===== src/rtl/code_sender.sv =====
// Sends a stored digit code to a lock one digit per cycle, then waits a bounded
// time for the lock to open and reports the outcome as sticky pass/fail flags.
module code_sender #(
  parameter int                             NUM_DIGITS = 6,
  parameter int                             DIGIT_W    = 4,
  parameter logic [DIGIT_W-1:0]             IDLE_DIGIT = '0,
  parameter int                             TIMEOUT    = 4,
  // Digit k lives at bits [k*DIGIT_W +: DIGIT_W]; default code is 3,3,5,2,5,6.
  parameter logic [NUM_DIGITS*DIGIT_W-1:0]  DEF_CODE   = 24'h652533
) (
  input  logic               clk,
  input  logic               reset_n,
  input  logic               start,
  input  logic               code_wr_en,
  input  logic [2:0]         code_wr_idx,
  input  logic [DIGIT_W-1:0] code_wr_data,
  input  logic               lock_locked,
  output logic [DIGIT_W-1:0] digit_out,
  output logic               busy,
  output logic               done,
  output logic               pass,
  output logic               fail
);

  localparam int              CNT_W    = (TIMEOUT > 1) ? $clog2(TIMEOUT) : 1;
  localparam logic [CNT_W-1:0] CNT_LAST = CNT_W'(TIMEOUT - 1);
  localparam logic [2:0]      IDX_END  = 3'(NUM_DIGITS);

  typedef enum logic [1:0] {IDLE, SEND, WAIT, DONE} state_e;

  state_e               state_q, state_d;
  logic [2:0]           idx_q, idx_d;
  logic [CNT_W-1:0]     cnt_q, cnt_d;
  logic [DIGIT_W-1:0]   digit_q, digit_d;
  logic                 busy_q, done_q, pass_q, pass_d, fail_q, fail_d;
  logic [DIGIT_W-1:0]   code_q [NUM_DIGITS];
  logic                 wr_ok;

  assign wr_ok = (state_q == IDLE) && code_wr_en && !start && (code_wr_idx < IDX_END);

  always_comb begin
    // NOTE: combinational logic uses blocking assignments, and every variable gets
    // a default first so no path through the case can infer a latch.
    state_d = state_q;
    idx_d   = idx_q;
    cnt_d   = cnt_q;
    digit_d = digit_q;
    pass_d  = pass_q;
    fail_d  = fail_q;
    unique case (state_q)
      IDLE: begin
        digit_d = IDLE_DIGIT;
        if (start) begin
          if (lock_locked) begin
            digit_d = code_q[0];
            idx_d   = 3'd1;
            pass_d  = 1'b0;
            fail_d  = 1'b0;
            state_d = SEND;
          end else begin
            pass_d  = 1'b1;
            fail_d  = 1'b0;
            state_d = DONE;
          end
        end
      end
      SEND: begin
        if (idx_q < IDX_END) begin
          digit_d = code_q[idx_q];
          idx_d   = idx_q + 3'd1;
        end else begin
          digit_d = IDLE_DIGIT;
          cnt_d   = '0;
          state_d = WAIT;
        end
      end
      WAIT: begin
        if (!lock_locked) begin
          pass_d  = 1'b1;
          state_d = DONE;
        end else if (cnt_q == CNT_LAST) begin
          fail_d  = 1'b1;
          state_d = DONE;
        end else begin
          cnt_d = cnt_q + 1'b1;
        end
      end
      DONE: begin
        digit_d = IDLE_DIGIT;
        state_d = IDLE;
      end
      default: state_d = IDLE;
    endcase
  end

  // NOTE: sequential state uses non-blocking assignments so every register
  // samples the values from before the edge.
  always_ff @(posedge clk or negedge reset_n) begin
    if (!reset_n) begin
      state_q <= IDLE;
      idx_q   <= '0;
      cnt_q   <= '0;
      digit_q <= IDLE_DIGIT;
      busy_q  <= 1'b0;
      done_q  <= 1'b0;
      pass_q  <= 1'b0;
      fail_q  <= 1'b0;
    end else begin
      state_q <= state_d;
      idx_q   <= idx_d;
      cnt_q   <= cnt_d;
      digit_q <= digit_d;
      busy_q  <= (state_d == SEND) || (state_d == WAIT);
      done_q  <= (state_d == DONE);
      pass_q  <= pass_d;
      fail_q  <= fail_d;
    end
  end

  // NOTE: the code store must come back as DEF_CODE on reset, so it is built
  // from resettable flops rather than a RAM macro that cannot be reset.
  always_ff @(posedge clk or negedge reset_n) begin
    if (!reset_n) begin
      for (int i = 0; i < NUM_DIGITS; i++) code_q[i] <= DEF_CODE[i*DIGIT_W +: DIGIT_W];
    end else if (wr_ok) begin
      code_q[code_wr_idx] <= code_wr_data;
    end
  end

  assign digit_out = digit_q;
  assign busy      = busy_q;
  assign done      = done_q;
  assign pass      = pass_q;
  assign fail      = fail_q;

endmodule


===== config.mk =====
export PLATFORM = sky130hd
export DESIGN_NAME = code_sender
export DESIGN_NICKNAME = d
export VERILOG_FILES = /design/src/rtl/code_sender.sv
export SDC_FILE = /design/constraint.sdc
export NUM_CORES = 1
export LEC_CHECK = 0
export CORE_MARGIN = 2
export CORE_UTILIZATION = 35
export CTS_CLUSTER_SIZE = 20
export DETAILED_ROUTE_END_ITERATION = 8
export PLACE_DENSITY = 0.65
export SLEW_MARGIN = 20
export SYNTH_ARGS = -nofsm -noshare
export SYNTH_HDL_FRONTEND = slang
export SYNTH_SLANG_ARGS = --single-unit

===== constraint.sdc =====
create_clock -name clk -period 4.15 [get_ports clk]
set_input_delay 0.83 -clock clk [delete_from_list [all_inputs] [get_ports clk]]
set_output_delay 0.83 -clock clk [all_outputs]
set_load 0.02 [all_outputs]

==> flow_summary_export.csv <==
group,metric,value,unit
worst_setup_path,required,4320,ps
worst_setup_path,crit_path_cell_trace,"clkdlybuf4s50_1 > or4b_4 > nor4b_4 > mux2_1",
clock_network,cts_buffers,5,
synthesis,ys_types,32,
timing,setup_viol,0,
cells_and_area,finalNonFillerCells,253,
cells_and_area,layout-drive-gt1-share,22.10,%
power_and_ir_drop,power.density,704.6,mW/mm²
die,core_area,0.005439,mm²
synthesis,synth_top_area_share,35.90,%
synthesis,seq_area_frac_synth,50.71,%
synthesis,syn_area,0.001952,mm²
cells_and_area,fin_nets,195,
min_path,worstHoldPathType,"flop to flop",
grt,overflow,0,
grt,grt_max_degree,40,
routing,vias_per_cell,5.182,
routing,drt_iter0_markers,86,
cells_and_area,area_growth,18.33,%
power_and_ir_drop,p_total,1.627,mW
clock_network,clk_latency,280,ps
routing,ant_nets,0,
timing,fin_worst_skew,5.544,ps
status,status,"complete, no violations",
grt,grt_pass1_vias,1300,
worst_setup_path,criticalPathCategory,"primary input to flop",
clock_network,cts-root-buf,"clkbuf_8",
die,row_count,27,
clock_network,cts_setup_buffers,0,
synthesis,yosysWarnings,0,
routing,drc,0,
timing,grt_setup_unrepaired,"no",
routing,drt_pre_antenna_iters,4,
placement,dp.cells,245,
synthesis,avgSynthCellArea,11.97,µm²
synthesis,synth-seq-cells,39,
grt,grt_usage,14.25,%
clock_network,cts-resized-gates,0,
die,dieArea,0.006190,mm²
cells_and_area,antenna_cells,0,
clock_network,clock-sinks,39,
routing,avgRoutedWirePerCell,15.38,µm
worst_setup_path,crit_path_top_delay_cell,"or4b_4",
cells_and_area,final_cell_mix,"dfrtp_1 (28), clkdlybuf4s50_1 (18), mux2_2 (16)",
timing,relSlewSlack,43.27,%
die,start_util,35.89,%
worst_setup_path,arrival,2840,ps
die,fp.dieH,78.68,µm
power_and_ir_drop,p_leak,0.9847,nW
synthesis,syn_inst,163,
routing,wl,3.892,mm
worst_setup_path,path_max_fanout,12,
die,ios,20,
synthesis,synth_top_area_cell,"dfrtp_1",
clock_network,cts_tree,"built",
grt,antenna_found_initial,0,
clock_network,hold_buffers,0,
worst_setup_path,critPathLaunchType,"primary input",
synthesis,syn_nets,178,
cells_and_area,utilization,42.47,%
worst_setup_path,max_stage_delay,680,ps
clock_network,htree_levels,2,
timing,period_minus_slack,2665,ps
placement,dp_hpwl,2.844,mm
timing,worstMarginPinSlew,850.9,ps
cells_and_area,nFillCells,514,
die,die_w,78.68,µm
timing,fin_tns_setup,0,ps
cells_and_area,final_common_cell,"dfrtp_1",
job,cap_violations,0,
clock_network,cts_buffer_depth,2,
timing,max_clock_freq,375.2,MHz
grt,grt_pass1_wl,6.775,mm
timing,finalCritPeriodShare,64.22,%
timing,slew_viol_final,0,
placement,place.gp.congestion,0.7695,
worst_setup_path,end_kind,"flop",
synthesis,ys_top_cells_by_area,"dfrtp_1 (36%), dfstp_2 (15%), mux2_2 (9.2%), mux2i_1 (6.7%), mux2_1 (4.6%)",
timing,hold_violations,0,
power_and_ir_drop,peakVddDrop,0.3318,mV
routing,via_count,1311,
placement,port_buffers,19,
clock_network,path_clk_slew,70,ps
## metrics by stage
stage | cell area [µm²] | hold slack (ps) | setup WS (ps)
after floorplan | 1952 | 457.4 | 1957
after global placement | 2192 | 467.0 | 1222
after detailed placement | 2192 | 484.5 | 1175
after CTS | 2310 | 510.4 | 1484
after global routing | 2310 | 519.5 | 1394
final | 2310 | 504.6 | 1485
## path summary, 6_finish.rpt
check / startpoint / endpoint / slack, ps / cells after the start
max: start / code_q[5] / 1480 / 4
min: code_q[13] / code_q[13] / 500 / 1
max reg2reg: state_q[1] / code_q[5] / 2100 / 3
min reg2reg: code_q[13] / code_q[13] / 500 / 1
max in group asynchronous: reset_n / idx_q[2] / 2970 / 1
min in group asynchronous: reset_n / code_q[8] / 650 / 1
## layer usage
layer | up-vias | global-route usage, % | part of all wire, % | routed length, µm
met2 | 18 | 23.25 | 51 | 1981
met4 | 0 | 4.737 | 0.80 | 31
met3 | 2 | 2.989 | 3.4 | 134
met1 | 661 | 18.82 | 45 | 1744
met5 | - | 0 | 0 | 0
li1 | 630 | - | - | -
## layout make-up
type                    count  area (µm²)  share of cell area (%)
flip-flops and latches     39       989.7                   42.85
clock inverters             2       35.03                   1.517
multi-input cells         111       912.1                   39.49
well taps                  72       90.09                   3.900
clock buffers               6       82.58                   3.575
repair buffers             19       185.2                   8.017
inverters                   4       15.01                  0.6501
## flip-flops by register name, summed over array words and instances, names as in the netlist
name	count
busy	1
cnt_q	2
code_q	24
digit_out	4
done	1
fail	1
idx_q	3
pass	1
state_q	2
## cells by family (layout without fill, tap and decap cells)
family                   Yosys count  in the layout  share of synthesized area [%]
AND/OR/NAND/NOR                   38             38                          13.40
flip-flops                        39             39                          50.71
multiplexers                      37             37                          20.51
buffers and inverters             13             31                          2.564
AO/OA/AOI/OAI                     33             33                          10.90
adder cells (fa/ha/maj)            3              3                          1.923
## cells in the mapped netlist, drive strengths merged
master    n
nor3      1
mux2     24
ha        3
o21ai    14
nor2b     2
nor2      5
a2bb2oi   1
mux2i    13
dfstp    11
o22a      1
clkbuf    8
nand4b    3
buf       1
a32o      4
nand3b    1
or4bb     1
or4b      1
nand2b    2
a21oi     5
o21bai    1
inv       4
o21a      1
a22oi     4
nor4b     3
nand2    11
a211oi    1
dfrtp    28
a21boi    1
nand3     7
nor4      1
## where the power goes
| group | internal, mW | switching (mW) | total (mW) |
|---|---|---|---|
| Clock | 0.194 | 0.129 | 0.324 |
| Combinational | 0.295 | 0.248 | 0.543 |
| Sequential | 0.584 | 0.177 | 0.761 |
| Total | 1.07 | 0.554 | 1.63 |
## critical path, delay by kind of cell
family | cells | cell delay [ps]
buf+inv | 1 | 600
mux | 1 | 360
simple gates | 2 | 1040
Note: power is estimated with default switching activity, not from simulation.
